File: src/rtl/axi_slave_mem.sv
// AXI INCR burst slave over a word memory with per-word user sideband; one burst per path, R beat 0 one cycle after AR.
// Registered outputs; R and B hold stable under backpressure, AW/AR are not accepted until the current burst retires.
module axi_slave_mem #(
  parameter int ADDR_WIDTH = 8,
  parameter int DATA_WIDTH = 32,
  parameter int USER_WIDTH = 1,
  parameter int MEM_DEPTH  = 32
) (
  input  logic                      aclk,
  input  logic                      aresetn,
  input  logic [ADDR_WIDTH-1:0]     awaddr,
  input  logic [7:0]                awlen,
  input  logic                      awvalid,
  output logic                      awready,
  input  logic [DATA_WIDTH-1:0]     wdata,
  input  logic [DATA_WIDTH/8-1:0]   wstrb,
  input  logic                      wlast,
  input  logic [USER_WIDTH-1:0]     wuser,
  input  logic                      wvalid,
  output logic                      wready,
  output logic [1:0]                bresp,
  output logic [USER_WIDTH-1:0]     buser,
  output logic                      bvalid,
  input  logic                      bready,
  input  logic [ADDR_WIDTH-1:0]     araddr,
  input  logic [7:0]                arlen,
  input  logic                      arvalid,
  output logic                      arready,
  output logic [DATA_WIDTH-1:0]     rdata,
  output logic [1:0]                rresp,
  output logic                      rlast,
  output logic [USER_WIDTH-1:0]     ruser,
  output logic                      rvalid,
  input  logic                      rready
);

  localparam int STRB = DATA_WIDTH / 8;
  localparam int LSB  = (STRB > 1) ? $clog2(STRB) : 0;
  localparam int IW   = (MEM_DEPTH > 1) ? $clog2(MEM_DEPTH) : 1;
  localparam logic [8:0] DEPTH9 = 9'(MEM_DEPTH);

  localparam logic [1:0] W_IDLE = 2'd0;
  localparam logic [1:0] W_DATA = 2'd1;
  localparam logic [1:0] W_RESP = 2'd2;
  localparam logic [0:0] R_IDLE = 1'b0;
  localparam logic [0:0] R_DATA = 1'b1;

  logic [DATA_WIDTH-1:0] mem  [MEM_DEPTH];
  logic [USER_WIDTH-1:0] umem [MEM_DEPTH];

  logic [1:0] wstate;
  logic [8:0] widx;
  logic [7:0] wlen, wbeat;
  logic       werr;
  logic [0:0] rstate;
  logic [8:0] ridx;
  logic [7:0] rlen, rbeat;

  logic                  w_hs, w_inr, w_last, w_bad;
  logic [DATA_WIDTH-1:0] w_cur, w_merged;

  assign w_hs   = wvalid && wready;
  assign w_inr  = widx < DEPTH9;
  assign w_last = wbeat == wlen;
  assign w_bad  = !w_inr || (wlast != w_last);

  always_comb begin
    w_cur = '0;
    if (w_inr) w_cur = mem[widx[IW-1:0]];
    for (int b = 0; b < STRB; b++)
      w_merged[8*b +: 8] = wstrb[b] ? wdata[8*b +: 8] : w_cur[8*b +: 8];
  end

  // Each word is its own register so reset can clear the whole array without a loop over memory.
  for (genvar i = 0; i < MEM_DEPTH; i++) begin : g_word
    logic [DATA_WIDTH-1:0] word_q;
    logic [USER_WIDTH-1:0] user_q;
    always_ff @(posedge aclk) begin
      if (!aresetn) begin
        word_q <= '0;
        user_q <= '0;
      end else if (w_hs && w_inr && widx == 9'(i)) begin
        word_q <= w_merged;
        user_q <= wuser;
      end
    end
    assign mem[i]  = word_q;
    assign umem[i] = user_q;
  end

  always_ff @(posedge aclk) begin
    if (!aresetn) begin
      wstate  <= W_IDLE;
      awready <= 1'b0;
      wready  <= 1'b0;
      bvalid  <= 1'b0;
      bresp   <= 2'b00;
      buser   <= '0;
      widx    <= '0;
      wlen    <= '0;
      wbeat   <= '0;
      werr    <= 1'b0;
    end else begin
      case (wstate)
        W_IDLE: begin
          if (awvalid && awready) begin
            widx    <= 9'(awaddr >> LSB);
            wlen    <= awlen;
            wbeat   <= '0;
            werr    <= 1'b0;
            awready <= 1'b0;
            wready  <= 1'b1;
            wstate  <= W_DATA;
          end else begin
            awready <= 1'b1;
          end
        end
        W_DATA: begin
          if (w_hs) begin
            widx  <= widx + 9'd1;
            wbeat <= wbeat + 8'd1;
            // Beat count alone ends the burst; a misplaced wlast only flags an error.
            if (w_last) begin
              wready <= 1'b0;
              bvalid <= 1'b1;
              bresp  <= (werr || w_bad) ? 2'b10 : 2'b00;
              buser  <= wuser;
              wstate <= W_RESP;
            end else begin
              werr <= werr || w_bad;
            end
          end
        end
        W_RESP: begin
          if (bready) begin
            bvalid  <= 1'b0;
            werr    <= 1'b0;
            awready <= 1'b1;
            wstate  <= W_IDLE;
          end
        end
        default: wstate <= W_IDLE;
      endcase
    end
  end

  logic [8:0]            rd_idx;
  logic                  rd_inr;
  logic [DATA_WIDTH-1:0] rd_word;
  logic [USER_WIDTH-1:0] rd_user;

  // Address of the beat to present next: the burst start while idle, else the following word.
  always_comb begin
    rd_idx  = (rstate == R_IDLE) ? 9'(araddr >> LSB) : ridx + 9'd1;
    rd_inr  = rd_idx < DEPTH9;
    rd_word = '0;
    rd_user = '0;
    if (rd_inr) begin
      rd_word = mem[rd_idx[IW-1:0]];
      rd_user = umem[rd_idx[IW-1:0]];
    end
  end

  always_ff @(posedge aclk) begin
    if (!aresetn) begin
      rstate  <= R_IDLE;
      arready <= 1'b0;
      rvalid  <= 1'b0;
      rdata   <= '0;
      rresp   <= 2'b00;
      rlast   <= 1'b0;
      ruser   <= '0;
      ridx    <= '0;
      rlen    <= '0;
      rbeat   <= '0;
    end else begin
      case (rstate)
        R_IDLE: begin
          if (arvalid && arready) begin
            rlen    <= arlen;
            rbeat   <= '0;
            ridx    <= rd_idx;
            rdata   <= rd_word;
            ruser   <= rd_user;
            rresp   <= rd_inr ? 2'b00 : 2'b10;
            rlast   <= arlen == 8'd0;
            rvalid  <= 1'b1;
            arready <= 1'b0;
            rstate  <= R_DATA;
          end else begin
            arready <= 1'b1;
          end
        end
        R_DATA: begin
          if (rready) begin
            if (rlast) begin
              rvalid  <= 1'b0;
              rlast   <= 1'b0;
              arready <= 1'b1;
              rstate  <= R_IDLE;
            end else begin
              rbeat <= rbeat + 8'd1;
              ridx  <= rd_idx;
              rdata <= rd_word;
              ruser <= rd_user;
              rresp <= rd_inr ? 2'b00 : 2'b10;
              rlast <= (rbeat + 8'd1) == rlen;
            end
          end
        end
        default: rstate <= R_IDLE;
      endcase
    end
  end

endmodule

File: config.mk
export PLATFORM = sky130hd
export DESIGN_NAME = axi_slave_mem
export DESIGN_NICKNAME = d
export VERILOG_FILES = /design/src/rtl/axi_slave_mem.sv
export SDC_FILE = /design/constraint.sdc
export NUM_CORES = 2
export LEC_CHECK = 0
export ABC_AREA = 1
export ABC_CLOCK_PERIOD_IN_PS = 3400
export CORE_UTILIZATION = 40
export CTS_CLUSTER_DIAMETER = 60
export DETAILED_ROUTE_END_ITERATION = 7
export PLACE_DENSITY = 0.6
export SETUP_SLACK_MARGIN = 0.2
export SLEW_MARGIN = 0
export SYNTH_ARGS = -nofsm -noshare
export SYNTH_HDL_FRONTEND = slang
export SYNTH_SLANG_ARGS = --single-unit
File: constraint.sdc
create_clock -name aclk -period 3.4 [get_ports aclk]
set_clock_uncertainty 0.15 [all_clocks]
set_input_delay 0.34 -clock aclk [delete_from_list [all_inputs] [get_ports aclk]]
set_output_delay 0.34 -clock aclk [all_outputs]
set_load 0.01 [all_outputs]
* Word level (Yosys, flattened, before mapping)
Index checks and enable logic that the tools add are counted.
Storage, ports and cells: bits in registers 1154, word-level logic and storage cells 280, output and inout port bits 44, input bits 77
Operators by class: add/subtract/negate cells 4, multiplexer cells 81, order comparisons 4, equality and inequality tests 45, bitwise operators 3, reductions and logical operators 59
Operator list (number):
- binary-select mux 32 bit (select 5 bit) | 2
- two-way mux 32 bit | 9
- equality test 9 x 5 -> 1 bit, second input constant | 16
- equality test 9 x 4 -> 1 bit, second input constant | 8
- two-way mux 8 bit | 9
- one-hot mux 32 bit (2 select lines) | 1
- two-way mux 9 bit | 6
- equality test 9 x 3 -> 1 bit, second input constant | 4
- logical AND 1 bit | 36
- one-hot mux 9 bit (2 select lines) | 2
- one-hot mux 8 bit (2 select lines) | 2
- two-way mux 1 bit | 29
- adder 9 x 1 -> 9 bit, second input constant | 2
- equality test 9 x 2 -> 1 bit, second input constant | 2
- < comparator 9 x 6 -> 1 bit, second input constant | 2
- two-way mux 2 bit | 9
- adder 8 x 1 -> 8 bit, second input constant | 2
- equality test 8 bit | 2
- inequality test 2 bit, second input constant | 8
- one-hot mux 1 bit (2 select lines) | 8
- greater-or-equal comparator 6 bit, second input constant | 2
- inverter 5 -> 6 bit | 2
- AND reduction 3 bit | 4
- AND reduction 4 bit | 3
- 19 further kinds | 26

* Longest topological paths before layout
depth in word-level cells 10, gate-level depth with buffers 16, mapped depth without buffers 12

* Worst setup path before layout
Ideal clock, no wire load.
path kind flip-flop to flip-flop, from reg widx[1], to reg g_word[9].word_q[21], cell stages (with the launch flop) 16, clock period less this slack 2.406 ns, slack 0.994 ns, path buffers 5, required time 3.141 ns, library setup time 0.109 ns, arrival 2.147 ns, path through dfxtp_1 buf_2 inv_1 buf_2 buf_2 ha_1 inv_1 nor2_1 inv_1 nor2_1 inv_1 clkbuf_1 clkbuf_1 a21oi_1 nand2_1 inv_1
Between the ends: word-level cells in the longest chain between the ends 6, elaborated cells between the ends (all ways) 10, those cells by class order compare (1); eq/ne (1); mux (5); bitwise (1); reduce/logical (2)
Ends and longest elaborated chain:
- start, declared | RTL line 52 | logic [8:0] widx;
- start signal, assigned | RTL line 107 | widx <= 9'(awaddr >> LSB);
- start signal, assigned | RTL line 120 | widx <= widx + 9'd1;
- inverter 5 -> 6 bit (implied by the code) | RTL line 69 | if (w_inr) w_cur = mem[widx[IW-1:0]];
- binary-select mux 32 bit (select 5 bit) | RTL line 69
- two-way mux 32 bit (implied by the code) (2 in a row) | RTL line 69
- two-way mux 32 bit | RTL line 69
- two-way mux 8 bit | RTL line 71 | w_merged[8*b +: 8] = wstrb[b] ? wdata[8*b +: 8] : w_cur[8*b +: 8];
- end signal, assigned | RTL line 83 | word_q <= w_merged;
- end, declared | RTL line 76 | logic [DATA_WIDTH-1:0] word_q;
Several ways; a longest one is shown, not always the timed one. The select of a mux whose other input is x is not followed. A chain may end at the register's enable or synchronous reset.

* Final worst setup path
from reg ridx[0], to reg rdata[17]
Between the ends: word-level cells in the longest chain between the ends 10, elaborated cells between the ends (all ways) 12, those cells by class add/sub (1); order compare (1); mux (9); bitwise (1)
Ends and longest elaborated chain:
- start, declared | RTL line 56 | logic [8:0] ridx;
- start signal, assigned | RTL line 182 | ridx <= rd_idx;
- start signal, assigned | RTL line 203 | ridx <= rd_idx;
- adder 9 x 1 -> 9 bit (*) | RTL line 154 | rd_idx = (rstate == R_IDLE) ? 9'(araddr >> LSB) : ridx + 9'd1;
- two-way mux 9 bit (*) | RTL line 154
- inverter 5 -> 6 bit (implied by the code) | RTL line 159 | rd_word = mem[rd_idx[IW-1:0]];
- binary-select mux 32 bit (select 5 bit) | RTL line 159
- two-way mux 32 bit (implied by the code) (2 in a row) | RTL line 159
- two-way mux 32 bit (*) | RTL line 158 | if (rd_inr) begin
- two-way mux 32 bit | RTL line 196 | if (rlast) begin
- two-way mux 32 bit | RTL line 195 | if (rready) begin
- one-hot mux 32 bit (2 select lines) (*) | RTL line 177 | case (rstate)
- end signal, assigned | RTL line 183 | rdata <= rd_word;
- end signal, assigned | RTL line 204 | rdata <= rd_word;
- end, declared | RTL line 29 | output logic [DATA_WIDTH-1:0] rdata,
Every way passes the cells marked *; elsewhere a longest branch is shown, timed or not. The select of a mux whose other input is x is not followed.

==> key figures <==
Worst setup path
  • CP arrival: 3610 ps
  • Flop-to-flop setup slack: 370 ps
  • CP startpoint: ridx[0]
  • WS Path Type: flip-flop to flip-flop
  • CP Cell Sequence: ha_1, or2_2, a21oi_4, buf_12, nand3_1, nand3_1, nand2_1, nand2_1, nand3_1, a21oi_1
  • R2R depth: 10
  • Worst flop-to-flop path endpoint: rdata[17]
  • Startpoint types: flip-flop
  • CP Capture Type: flip-flop
  • Worst EP required: between 3000 and 4000 ps
  • Reg2reg start: ridx[0]
  • CP dominant cell by count: nand3_1
  • Critical Path Fanout Max: just over 70
  • Slowest stage cell, crit path: buf_12
  • Max incr delay on CP: approximately 420 ps

Logic synthesis
  • Gate count after technology mapping: approximately 12,000
  • Avg Cell Area, Syn: just under 6 um^2
  • Ranking of synthesized cells by area: dfxtp_1 33%, nand3_1 17%, nand2_1 14%
  • Synth top area share: 0.334
  • Synthesized area: approximately 69,000 um^2
  • Number of flops mapped to enable cells by yosys: 0
  • Seq cells post-synth: about 1,200
  • YS warnings: 0
  • Synth async-reset ratio: 0
  • Count of cell types in the netlist: 40
  • Part of the Yosys area used for sequential elements: 0.334
  • Top FF cell, synth: dfxtp_1
  • Yosys top cell by area: dfxtp_1

Power
  • Pint: about 26 mW
  • Combinational share of power: 0.244
  • PwrDens: about 500 nW/um^2
  • LEAKAGE: 35.2 nW
  • Worst vdd ir: between 0.3 and 0.4 mV
  • Clock share of power: 0.404
  • Sw Ratio: 0.351
  • Sequential power share: 0.352
  • NetSw: around 14 mW

GRT
  • Vias in the first global route: 71,500
  • GRT Total Usage: 0.356
  • Initial antenna violation count: 11
  • Largest net degree at the start of global routing: 142
  • GRT overflow: 0
  • First-pass GRT wire length: approximately 470 mm

STA
  • Fin crit period: between 3000 and 4000 ps
  • Final hold violations: 0
  • Worst-Margin Slew: 1060 ps
  • Setup WS post-layout: between 300 and 400 ps
  • Slew margin rel.: 0.293
  • Setup violations, final: 0
  • Sum Neg Setup Slack: 0 ps
  • Max-slew violations: 0
  • Final worst path period share: 0.891
  • RSZ-0062 raised after global routing: false
  • Max Clk Rate: between 0.3 and 0.4 GHz

Route
  • Post-DRT Antenna Nets: 0
  • Drt pass-1 iters: 8
  • DRC violation count after routing: 1
  • Vias/cell: between 5 and 6
  • WL/cell: 23.3 um
  • DR vias: 80,000
  • Overall routed net length: around 320 mm
  • Initial DRC count: ~11,000

Placed design
  • Buffers on Ports: ~110
  • Placer Congestion: between 0.9 and 1
  • Detail Placement HPWL: 184 mm
  • Dpl cell area: 73,400 um^2
  • Pre-CTS setup slack: 232 ps

Hold path
  • Hold Crit Class: primary input to flip-flop
  • Min-Delay Startpoint: awlen[6]
  • Hold Path End: wlen[6]
  • Hold Path Depth: 3

Flow run
  • Max cap viols: 0

Clock tree
  • Clk root buf: clkbuf_16
  • Clock Sinks: ~1,200
  • CTS clock-pin slew for the worst setup and hold paths: roughly 50 ps
  • Clock buffer depth: 3
  • Skew-Pair Late Insertion Delay: ~800 ps
  • CTS buffer count: 147
  • CTS tree: done
  • H-tree levels: 4

Floorplan
  • I/O pins: roughly 120
  • Core ar.: about 170,000 um^2
  • Die Wd: about 420 um
  • Die H: 417 um
  • Initial Utilization: 0.402
  • DIE AREA: approximately 170,000 um^2
  • FP Rows: 152

Final layout
  • Final Cell Area: a little under 80,000 um^2
  • Fillcell total: about 18,000
  • Layout cell share with drive strength beyond 1: 0.0602
  • Final net count: roughly 11,000
  • Area grow syn2layout: 13.4%

Run status
  • Status: complete, but fails checks
  • Failing checks: design-rule violations
routing by layer:
layer | wire length (um) | vias to the layer above | share of wire | global-route usage
met4 | 22400 | 20 | 0.069 | 0.214
met2 | 136000 | 5292 | 0.42 | 0.545
met5 | 138 | - | 0.00043 | 0
met3 | 40900 | 1182 | 0.13 | 0.0884
li1 | - | 36400 | - | -
met1 | 123000 | 37000 | 0.38 | 0.451
critical path: cells and delay by family, from the launching register on:
family / cells / cell delay [ps]
flops: 1 / 370
buf+inv: 1 / 420
fa+ha+maj: 1 / 260
simple gates: 6 / 1090
compound gates: 2 / 490
cells in the mapped netlist, types with 7 or more instances:
| master | n |
|---|---|
| nand2_1 | 2646 |
| nand3_1 | 2287 |
| inv_1 | 1590 |
| nor2_1 | 1295 |
| dfxtp_1 | 1152 |
| a21oi_1 | 992 |
| o21ai_0 | 531 |
| clkbuf_1 | 408 |
| buf_2 | 355 |
| buf_1 | 203 |
| o211ai_1 | 98 |
| nand4_1 | 36 |
| o21ai_1 | 30 |
| buf_4 | 24 |
| inv_2 | 19 |
| nor2_4 | 14 |
| xnor2_1 | 8 |
| ha_1 | 7 |
| nor2_2 | 7 |
metrics by stage:
step	std cells	util	hold slack (ps)	power [mW]
2_1_floorplan	11800	-	292	19.5
3_3_place_gp	13600	0.428	304	23.3
3_5_place_dp	13600	0.428	307	23.4
4_1_cts	13800	0.456	5.62	39.1
5_1_grt	13800	0.456	54.8	40.5
6_report	13800	0.456	33.4	39.5
layout make-up:
type                    instances  area [um^2]  area share
multi-input cells            7995        35900       0.459
flip-flops and latches       1152        23100       0.295
inverters                    1614         6080      0.0777
repair buffers                497         5520      0.0705
clock buffers                 210         4270      0.0546
well taps                    2310         2890      0.0369
clock inverters                52          543     0.00693
diodes                          6         15.0    0.000192
cells in the final DEF (no fill, tap or decap), types with 5 or more instances in the layout:
master,instances
nand2_1,2639
nand3_1,2287
inv_1,1583
nor2_1,1280
dfxtp_1,1149
a21oi_1,991
o21ai_0,529
buf_4,257
clkbuf_16,153
buf_12,119
clkdlybuf4s50_1,113
o211ai_1,98
nor2_4,36
nand4_1,36
clkbuf_1,34
clkinv_2,27
o21ai_1,26
inv_2,23
clkbuf_8,23
xnor2_1,8
ha_1,7
bufinv_16,7
clkinvlp_4,7
dlygate4sd3_1,7
diode_2,6
nand2_2,6
nor3_1,6
xor2_1,6
o21ai_4,6
inv_6,5
what timing repair did:
item	in CTS	in global routing
endpoints found under the setup margin	3	2
hold buffers	7	0
endpoints found under the hold margin	16	0
setup buffers	0	0
gates resized for setup	1	1
sequential cells by signal, summed over array words and instances (netlist names), 2 cells and up:
register / count
g_word.word_q: 1024
widx: 9
g_word.user_q: 32
wbeat: 8
rlen: 8
rbeat: 8
ridx: 9
wlen: 8
rdata: 32
wstate: 2
power groups by stage:
stage	Combinational (mW)	Clock [mW]	Sequential, mW
floorplan	5.43	0	14.1
global placement	9.18	0	14.2
detailed placement	9.20	0	14.2
CTS	9.23	16.0	13.9
global route	10.0	16.6	13.9
finish	9.63	16.0	13.9
worst max-delay path by stage:
stage / to / cells past startpoint
after floorplan: g_word[9].word_q[21] / 15
after global placement: g_word[0].word_q[24] / 12
after detailed placement: g_word[4].word_q[24] / 12
after CTS: g_word[4].word_q[24] / 12
after global routing: g_word[31].word_q[24] / 13
final: rdata[17] / 10
cells by family after synthesis:
kind of cell / count (synthesis) / share of synthesized area
simple gates: 6307 / 0.388
buf+inv: 2606 / 0.150
compound gates: 1665 / 0.125
flops: 1152 / 0.334
xor+xnor: 14 / 0.00178
fa+ha+maj: 7 / 0.00127
other cells: 1 / 0.0000543
Note: power is estimated with default switching activity, not from simulation.
